`config.mk`:
```
export PLATFORM = sky130hd
export DESIGN_NAME = boot_loader_flat
export DESIGN_NICKNAME = d
export VERILOG_FILES = /design/src/rtl/boot_loader_if.sv /design/src/rtl/boot_loader.sv /design/src/flat_wrapper.sv
export SDC_FILE = /design/constraint.sdc
export NUM_CORES = 1
export LEC_CHECK = 0
export CAP_MARGIN = 0
export CORE_UTILIZATION = 45
export DETAILED_ROUTE_END_ITERATION = 8
export PLACE_DENSITY = 0.72
export SLEW_MARGIN = 20
export SYNTH_ARGS = -nofsm -noshare
export SYNTH_HDL_FRONTEND = slang
export SYNTH_SLANG_ARGS = --single-unit
```
`constraint.sdc`:
```
create_clock -name clock -period 2.6 [get_ports clock]
set_clock_uncertainty 0.2 [all_clocks]
set_input_delay 0.39 -clock clock [delete_from_list [all_inputs] [get_ports clock]]
set_output_delay 0.39 -clock clock [all_outputs]
set_load 0.005 [all_outputs]
```
`src/rtl/boot_loader_if.sv`:
```
// Signal bundle between boot_loader, the BIOS ROM, instruction memory and the fetch mux.
// Defining BOOT_CHECKSUM_EN adds the checksum status signals.
interface boot_loader_if #(
  parameter int unsigned DATA_WIDTH = 32
);
  logic                  start;
  logic [DATA_WIDTH-1:0] bios_addr;
  logic [DATA_WIDTH-1:0] bios_data;
  logic                  imem_we;
  logic [DATA_WIDTH-1:0] imem_addr;
  logic [DATA_WIDTH-1:0] imem_wdata;
  logic                  busy;
  logic                  done;
  logic                  changeSource;
`ifdef BOOT_CHECKSUM_EN
  logic [DATA_WIDTH-1:0] checksum;
  logic                  checksum_ok;
`endif

  modport master (
    input  start, bios_data,
    output bios_addr, imem_we, imem_addr, imem_wdata, busy, done, changeSource
`ifdef BOOT_CHECKSUM_EN
    , output checksum, checksum_ok
`endif
  );

  modport slave (
    output start, bios_data,
    input  bios_addr, imem_we, imem_addr, imem_wdata, busy, done, changeSource
`ifdef BOOT_CHECKSUM_EN
    , input checksum, checksum_ok
`endif
  );
endinterface

```
`src/rtl/boot_loader.sv`:
```
// Copies BIOS_WORDS words from the BIOS ROM (1-cycle read latency) into instruction memory,
// then hands fetch over to instruction memory. Optional BOOT_CHECKSUM_EN gates the hand-over on a sum.
module boot_loader #(
  parameter int unsigned           DATA_WIDTH = 32,
  parameter int unsigned           BIOS_WORDS = 41,
  parameter logic [DATA_WIDTH-1:0] IMEM_BASE  = '0
`ifdef BOOT_CHECKSUM_EN
  , parameter logic [DATA_WIDTH-1:0] EXPECTED_SUM = '0
`endif
) (
  input logic           clock,
  input logic           rst,
  boot_loader_if.master bus
);

  localparam logic [DATA_WIDTH-1:0] L_WORDS = DATA_WIDTH'(BIOS_WORDS);
  localparam logic [DATA_WIDTH-1:0] L_LAST  = DATA_WIDTH'(BIOS_WORDS - 1);
  localparam logic [DATA_WIDTH-1:0] L_ONE   = DATA_WIDTH'(1);

  typedef enum logic [1:0] {
    S_IDLE,
    S_COPY,
    S_DRAIN,
    S_DONE
  } state_t;

  state_t                r_state;
  logic [DATA_WIDTH-1:0] r_rdCnt;
  logic                  r_rdVld;
  logic [DATA_WIDTH-1:0] r_wrCnt;
  logic [DATA_WIDTH-1:0] r_biosAddr;
  logic                  r_imemWe;
  logic [DATA_WIDTH-1:0] r_imemAddr;
  logic [DATA_WIDTH-1:0] r_imemWdata;
  logic                  r_busy;
  logic                  r_done;
  logic                  r_changeSource;
`ifdef BOOT_CHECKSUM_EN
  logic [DATA_WIDTH-1:0] r_checksum;
  logic                  r_checksumOk;
`endif

  always_ff @(posedge clock) begin
    if (rst) begin
      r_state        <= S_IDLE;
      r_rdCnt        <= '0;
      r_rdVld        <= 1'b0;
      r_wrCnt        <= '0;
      r_biosAddr     <= '0;
      r_imemWe       <= 1'b0;
      r_imemAddr     <= '0;
      r_imemWdata    <= '0;
      r_busy         <= 1'b0;
      r_done         <= 1'b0;
      r_changeSource <= 1'b0;
`ifdef BOOT_CHECKSUM_EN
      r_checksum     <= '0;
      r_checksumOk   <= 1'b0;
`endif
    end else begin
      case (r_state)
        // A start from DONE also drops the hand-over flags; in IDLE they are already clear.
        S_IDLE, S_DONE: begin
          if (bus.start) begin
            r_state        <= S_COPY;
            r_biosAddr     <= '0;
            r_rdCnt        <= L_ONE;
            r_rdVld        <= 1'b0;
            r_wrCnt        <= '0;
            r_busy         <= 1'b1;
            r_done         <= 1'b0;
            r_changeSource <= 1'b0;
`ifdef BOOT_CHECKSUM_EN
            r_checksum     <= '0;
            r_checksumOk   <= 1'b0;
`endif
          end
        end
        S_COPY: begin
          r_rdVld  <= 1'b1;
          r_imemWe <= r_rdVld;
          if (r_rdCnt < L_WORDS) begin
            r_biosAddr <= r_rdCnt;
            r_rdCnt    <= r_rdCnt + L_ONE;
          end
          // r_rdVld marks that bios_data now holds the word addressed one edge earlier.
          if (r_rdVld) begin
            r_imemWdata <= bus.bios_data;
            r_imemAddr  <= IMEM_BASE + r_wrCnt;
            r_wrCnt     <= r_wrCnt + L_ONE;
`ifdef BOOT_CHECKSUM_EN
            r_checksum  <= r_checksum + bus.bios_data;
`endif
            if (r_wrCnt == L_LAST) begin
              r_state <= S_DRAIN;
            end
          end
        end
        S_DRAIN: begin
          r_imemWe <= 1'b0;
          r_busy   <= 1'b0;
          r_done   <= 1'b1;
          r_state  <= S_DONE;
`ifdef BOOT_CHECKSUM_EN
          r_checksumOk   <= (r_checksum == EXPECTED_SUM);
          r_changeSource <= (r_checksum == EXPECTED_SUM);
`else
          r_changeSource <= 1'b1;
`endif
        end
        default: r_state <= S_IDLE;
      endcase
    end
  end

  assign bus.bios_addr    = r_biosAddr;
  assign bus.imem_we      = r_imemWe;
  assign bus.imem_addr    = r_imemAddr;
  assign bus.imem_wdata   = r_imemWdata;
  assign bus.busy         = r_busy;
  assign bus.done         = r_done;
  assign bus.changeSource = r_changeSource;
`ifdef BOOT_CHECKSUM_EN
  assign bus.checksum     = r_checksum;
  assign bus.checksum_ok  = r_checksumOk;
`endif

endmodule

```
`src/flat_wrapper.sv`:
```
// flat-port wrapper written by rule: the top's interface ports become plain ports
module boot_loader_flat 
#(
  parameter int unsigned           DATA_WIDTH = 32,
  parameter int unsigned           BIOS_WORDS = 41,
  parameter logic [DATA_WIDTH-1:0] IMEM_BASE  = '0

)
  (clock, rst, bus_start, bus_bios_data, bus_bios_addr, bus_imem_we, bus_imem_addr, bus_imem_wdata, bus_busy, bus_done, bus_changeSource);
  boot_loader_if #(.DATA_WIDTH(DATA_WIDTH)) bus_i ();
  input logic clock;
  input logic rst;
  input wire logic [$bits(bus_i.start)-1:0] bus_start;
  input wire logic [$bits(bus_i.bios_data)-1:0] bus_bios_data;
  output wire logic [$bits(bus_i.bios_addr)-1:0] bus_bios_addr;
  output wire logic [$bits(bus_i.imem_we)-1:0] bus_imem_we;
  output wire logic [$bits(bus_i.imem_addr)-1:0] bus_imem_addr;
  output wire logic [$bits(bus_i.imem_wdata)-1:0] bus_imem_wdata;
  output wire logic [$bits(bus_i.busy)-1:0] bus_busy;
  output wire logic [$bits(bus_i.done)-1:0] bus_done;
  output wire logic [$bits(bus_i.changeSource)-1:0] bus_changeSource;
  assign bus_i.start = bus_start;
  assign bus_i.bios_data = bus_bios_data;
  assign bus_bios_addr = bus_i.bios_addr;
  assign bus_imem_we = bus_i.imem_we;
  assign bus_imem_addr = bus_i.imem_addr;
  assign bus_imem_wdata = bus_i.imem_wdata;
  assign bus_busy = bus_i.busy;
  assign bus_done = bus_i.done;
  assign bus_changeSource = bus_i.changeSource;
  boot_loader #(.DATA_WIDTH(DATA_WIDTH), .BIOS_WORDS(BIOS_WORDS), .IMEM_BASE(IMEM_BASE)) u_core (.clock(clock), .rst(rst), .bus(bus_i));
endmodule
```
==> impl_metrics.tcl, run 1 <==
set metrics [dict create \
    min_path_type "primary input to flip-flop" \
    drcViolationCount 0 \
    rows 42 \
    clkSinkCount 166 \
    path_clk_slew_ns 0.06 \
    yosysMostFrequentCell "dfxtp_1" \
    dieArea_um2 14000 \
    max_cap_violations 0 \
    worst_slew_pin_slew_ns 0.671 \
    vias_per_cell 5.11 \
    worstHoldPathCells 3 \
    ios 135 \
    cpPeakStageDelay_ns 0.61 \
    final_util 0.624 \
    postSynth.topFlopCell "dfxtp_1" \
    yosysTopAreaCellShare 0.546 \
    syn_avg_cell_area_um2 8.89 \
    drv_slew 0 \
    synth-seq-cells 166 \
    drt-pass1-iter-count 5 \
    whs_ns 0.201 \
    grt_pass1_vias 5024 \
    critPathLaunchType "flip-flop" \
    portBuffers 134 \
    min_period_ns 2.38 \
    cts_tree "yes" \
    core_um2 13200 \
    seqPwrFrac 0.445 \
    p_per_area_nw_per_um2 735 \
    ctsHoldBuffers 0 \
    fp.dieW_um 118 \
    dieHeight_um 118 \
    setup_viol_count_final 0 \
    r2r-end "u_core.r_rdCnt[1]" \
    track_usage 0.205 \
    crit_path_end_kind "flip-flop" \
    h-tree-depth 4 \
    cp_top_family "compound AO/OA/AOI/OAI gates" \
    postCtsSetupBuffers 0 \
    clock_path_buffers 2 \
    synth_area_leader_cell "dfxtp_1" \
    power_frac_clock 0.386 \
    rsz0062_at_grt "no" \
    drive_gt1_frac 0.0760 \
    cp.arrival_ns 2.54 \
    hold_violations 0 \
    outcome "finished clean" \
    r2r_cells 7 \
    crit_buf_inv 1 \
    grt_max_degree 55 \
    clock_latency_ns 0.42 \
    wl_um 13800 \
    initialDrtViolationCount 277 \
    crit_fanout 32 \
    r2r-start "u_core.r_rdCnt[0]" \
    ff2ff_setup_slack_ns 0.22 \
    final_antenna_net_count 0 \
    wire_per_inst_um 13.7 \
    async_reset_ff_frac 0 \
    max_freq_mhz 421 \
    p_sw_frac 0.281 \
    internal_power_mw 4.35 \
    nets 858 \
    min_to "u_core.r_rdVld" \
    synthCells 684 \
    syn_nets 726 \
    antenna_cells 0 \
    min_from "rst" \
    dp_hpwl_um 9380 \
    antenna_found_initial 0 \
    grt_pass1_wl_um 23300 \
    yosysSeqAreaShare 0.546 \
    root_buffer "clkbuf_16" \
    cp_slowest_cell "a21oi_4" \
    yosys_warnings 0 \
    synth_edf_count 0 \
    overflow 0 \
    max-slew-margin-rel 0.552 \
    fin_crit_sh 0.914 \
    netlist-cell-type-count 47 \
    cp_cell_sequence "inv_1 -> ha_1 -> nor2b_1 -> o2111ai_1 -> o21ai_0 -> a21oi_4 -> a22o_1" \
    yosys-top-cells-area "dfxtp_1 55%, nand2_1 8.9%, a21oi_1 5.8%" \
    p_switching_mw 1.70 \
    initial_core_util 0.461 \
    gp_congestion 0.865 \
    critical_path_required_ns 2.77 \
    ys_top_cells_by_count "166 x dfxtp_1, 145 x nand2_1, 70 x a21oi_1" \
    synth_area_um2 6080 \
    p_comb_frac 0.169 \
    power.leakage_nw 2.97 \
    cts-buffers-inserted 17 \
    irDropWorstVdd_mv 0.448 \
    syn2layout_area_growth_pct 35.2 \
    crit_type "flip-flop to flip-flop" \
    vias 5134 \
]
==> stage by stage <==
step | setup WS (ns) | cells | area, µm² | setup TNS (ns) | power, mW
CTS | 0.202 | 1005 | 8230 | 0 | 6.08
floorplan | 0.511 | 684 | 6080 | 0 | 3.32
global placement | 0.184 | 973 | 7660 | 0 | 3.69
finish | 0.224 | 1005 | 8230 | 0 | 6.04
detailed placement | -0.0412 | 973 | 7660 | -0.360 | 3.75
global route | 0.0134 | 1005 | 8230 | 0 | 6.33
==> routing by layer <==
| metal | share of wire | GRT usage | up-vias |
|---|---|---|---|
| met5 | 0 | 0 | - |
| met4 | 0.017 | 0.107 | 0 |
| met3 | 0.054 | 0.0449 | 17 |
| met2 | 0.45 | 0.320 | 163 |
| met1 | 0.48 | 0.266 | 2390 |
| li1 | - | - | 2564 |
==> registers in the layout (all words and copies together), names as in the netlist <==
signal,flops
u_core.bus.bios_addr,32
u_core.bus.imem_addr,32
u_core.bus.imem_wdata,32
u_core.r_rdCnt,32
u_core.r_wrCnt,32
u_core.r_state,2
u_core.bus.busy,1
u_core.bus.done,1
u_core.bus.imem_we,1
u_core.r_rdVld,1
==> power groups by stage <==
stage / sequential, mW / clock (mW) / combinational (mW)
2_1_floorplan: 2.73 / 0 / 0.590
3_3_place_gp: 2.74 / 0 / 0.951
3_5_place_dp: 2.75 / 0 / 0.996
4_1_cts: 2.69 / 2.38 / 1.01
5_1_grt: 2.70 / 2.50 / 1.12
6_report: 2.69 / 2.33 / 1.02
==> layout by cell type, fill, tap and decap left out, types with 10 or more instances in the layout <==
master,count
clkdlybuf4s50_1,133
dfxtp_1,166
nand4_1,23
inv_1,10
clkbuf_16,17
buf_4,20
nor2_1,42
nor4_1,13
and2_1,54
nand2_1,144
xor2_1,25
a21oi_1,70
nand3_1,15
==> logic make-up (layout without fill, tap and decap cells) <==
group | count (synthesis) | in the layout | share of synthesized area
buffers and inverters | 53 | 198 | 0.0350
muxes | 2 | 2 | 0.00329
DFF | 166 | 166 | 0.546
and+or+nand+nor | 324 | 324 | 0.261
xor gates and xnor gates | 28 | 28 | 0.0403
adders and majority gates | 7 | 7 | 0.0144
AOI/OAI and AO/OA | 104 | 104 | 0.100
==> worst max-delay path by stage <==
stage / start / endpoint / slack (ns) / cells past startpoint
floorplan: u_core.r_state[0] / u_core.r_wrCnt[28] / 0.51 / 8
global placement: u_core.r_state[0] / u_core.r_rdCnt[1] / 0.18 / 7
detailed placement: u_core.r_state[0] / u_core.r_rdCnt[1] / -0.04 / 7
CTS: u_core.r_state[0] / u_core.r_wrCnt[13] / 0.20 / 8
global route: u_core.r_rdCnt[0] / u_core.bus.bios_addr[3] / 0.01 / 7
finish: u_core.r_rdCnt[0] / u_core.r_rdCnt[1] / 0.22 / 7
==> repair_timing <==
| item | CTS | global route |
|---|---|---|
| setup endpoints to repair | 28 | 0 |
| hold endpoints to repair | 0 | 0 |
| resized for setup | 1 | 0 |
==> worst reg2reg max path, delay by kind of cell, from the launching register on <==
kind                     cells  cell delay, ns
AO/OA/AOI/OAI                4            1.38
adder cells (fa/ha/maj)      1            0.20
buffers and inverters        1            0.07
flip-flops                   1            0.33
AND/OR/NAND/NOR              1            0.14
==> layout make-up <==
class,count,area [µm²]
Clock inverter,11,90.1
Timing Repair Buffer,156,1530
Multi-Input combinational cell,465,2560
Clock buffer,21,470
Sequential cell,166,3320
Inverter,10,37.5
Tap cell,176,220
Fill cell,1080,4960
Power figures use the tool's default switching activity.
==> run 2, diff against run 1 <==
--- a/config.mk
+++ b/config.mk
@@ -5,7 +5,7 @@
 export SDC_FILE = /design/constraint.sdc
 export NUM_CORES = 1
 export LEC_CHECK = 0
-export CAP_MARGIN = 0
+export CAP_MARGIN = 5
 export CORE_UTILIZATION = 45
 export DETAILED_ROUTE_END_ITERATION = 8
 export PLACE_DENSITY = 0.72
==> results of run 2 <==
The final DEF is identical to that of run 1; final timing and power are the same.
==> run 3, diff against run 2 <==
==> constraint.sdc (replaced) <==
create_clock -name clock -period 2.9 [get_ports clock]
set_clock_uncertainty 0.2 [all_clocks]
set_input_delay 0.435 -clock clock [delete_from_list [all_inputs] [get_ports clock]]
set_output_delay 0.435 -clock clock [all_outputs]
set_load 0.005 [all_outputs]
==> run 3 against run 2 <==
Global-route usage is 0.51 points lower. Worst setup slack better by 0.26 ns. Sequential power is 10% lower. Total power is 11% lower. Maximum frequency is 1.6% lower. Flip-flop and latch count stayed put. Critical endpoint is now u_core.r_wrCnt[30]. Largest cell class unchanged.
==> impl_metrics.tcl, run 3 (synthesized netlist as in run 1, its figures left out) <==
set metrics [dict create \
    outcome "finished clean" \
    initial_core_util 0.461 \
    crit_type "flip-flop to flip-flop" \
    cp_slowest_cell "nor4_4" \
    rows 42 \
    gp_congestion 0.814 \
    clkSinkCount 166 \
    cp.arrival_ns 2.52 \
    dp_hpwl_um 9290 \
    cp_top_family "simple AND/OR/NAND/NOR gates" \
    wire_per_inst_um 13.7 \
    post-place-ws_ns 0.120 \
    critPathLaunchType "flip-flop" \
    track_usage 0.200 \
    syn2layout_area_growth_pct 33.8 \
    vias 5179 \
    ctsHoldBuffers 0 \
    root_buffer "clkbuf_16" \
    final_common_cell "dfxtp_1" \
    crit_path_end_kind "flip-flop" \
    multi_input_area_um2 2560 \
    whs_ns 0.184 \
    ios 135 \
    initialDrtViolationCount 262 \
    grt_pass1_wl_um 22900 \
    nFillCells 1093 \
    grt_max_degree 75 \
    hold_violations 0 \
    cpPeakStageDelay_ns 0.73 \
    clock_path_buffers 2 \
    fin_ws_ns 0.486 \
    max_freq_mhz 414 \
    power.leakage_nw 2.93 \
    cp_cell_sequence "inv_1 -> ha_1 -> nor2b_1 -> nor4_4 -> nand4_1 -> xor2_1 -> nor2_1" \
    wl_um 13700 \
    grt_pass1_vias 4810 \
    dieArea_um2 14000 \
    setup_viol_count_final 0 \
    regArea_um2 3320 \
    max_cap_violations 0 \
    placed_cells 965 \
    min_path_type "primary input to flip-flop" \
    p_per_area_nw_per_um2 659 \
    stdcell_count 997 \
    path_clk_slew_ns 0.06 \
    fin_crit_sh 0.832 \
    layout_common_cells "166 x dfxtp_1, 144 x nand2_1, 133 x clkdlybuf4s50_1" \
    dieHeight_um 118 \
    h-tree-depth 4 \
    critical_path_required_ns 3.01 \
    final_antenna_net_count 0 \
    portBuffers 134 \
    tns_ns 0 \
    overflow 0 \
    worst_slew_pin_slew_ns 0.737 \
    drt-pass1-iter-count 5 \
    cts_tree "yes" \
    postCtsSetupBuffers 0 \
    drive_gt1_frac 0.0670 \
    drv_slew 0 \
    cts-buffers-inserted 17 \
    antenna_found_initial 0 \
    irDropWorstVdd_mv 0.358 \
    clock_latency_ns 0.42 \
    core_um2 13200 \
    final_area_um2 8140 \
    rsz0062_at_grt "no" \
    nets 850 \
    vias_per_cell 5.19 \
    max-slew-margin-rel 0.505 \
    placed_area_um2 7590 \
    min_period_ns 2.41 \
    antenna_cells 0 \
    finalPower_mw 5.36 \
    fp.dieW_um 118 \
    crit_buf_inv 1 \
    drcViolationCount 0 \
    cts-resized-gates 0 \
    final_util 0.617 \
    crit_fanout 13 \
]
## run 3: cell count changes in the layout (fill, tap and decap cells not counted), moves of 2 or more
cell | previous run | this run
buf_4 | 20 | 13
inv_8 | 1 | 3
clkinv_2 | 1 | 3
inv_6 | 3 | 6
clkinv_4 | 2 | 0
clkbuf_8 | 3 | 0
clkinvlp_4 | 4 | 2
## run 3: power breakdown
part           internal (mW)  switching, mW  total (mW)
sequential              2.35         0.0655        2.42
clock                   1.12          0.959        2.08
combinational          0.333          0.528       0.861
## run 3: final timing paths
| path | from | end | slack (ns) | depth (start not counted) |
|---|---|---|---|---|
| worst max-delay path | u_core.r_state[1] | u_core.r_wrCnt[30] | 0.49 | 7 |
| worst max register to register | u_core.r_state[1] | u_core.r_wrCnt[30] | 0.49 | 7 |
| worst min register to register | u_core.bus.imem_addr[10] | u_core.bus.imem_addr[10] | 0.25 | 2 |
| worst min-delay path | rst | u_core.r_rdVld | 0.18 | 3 |
## run 3: metal layers
metal,track usage,share of wire,up-vias
met4,0.0737,0.018,0
li1,-,-,2552
met2,0.313,0.46,165
met5,0,0,-
met1,0.263,0.47,2437
met3,0.0565,0.059,25
## run 3: cell type report
cell class                      count  share of cell area
Clock buffer                       18              0.0527
Timing Repair Buffer              148               0.179
Clock inverter                     14              0.0143
Tap cell                          176              0.0271
Sequential cell                   166               0.408
Multi-Input combinational cell    465               0.314
Inverter                           10             0.00461
## run 3: worst reg2reg max path, delay by kind of cell, from the launching register on
family	cells	cell delay [ns]
simple gates	4	1.23
flops	1	0.36
fa+ha+maj	1	0.26
xor+xnor	1	0.18
buf+inv	1	0.07
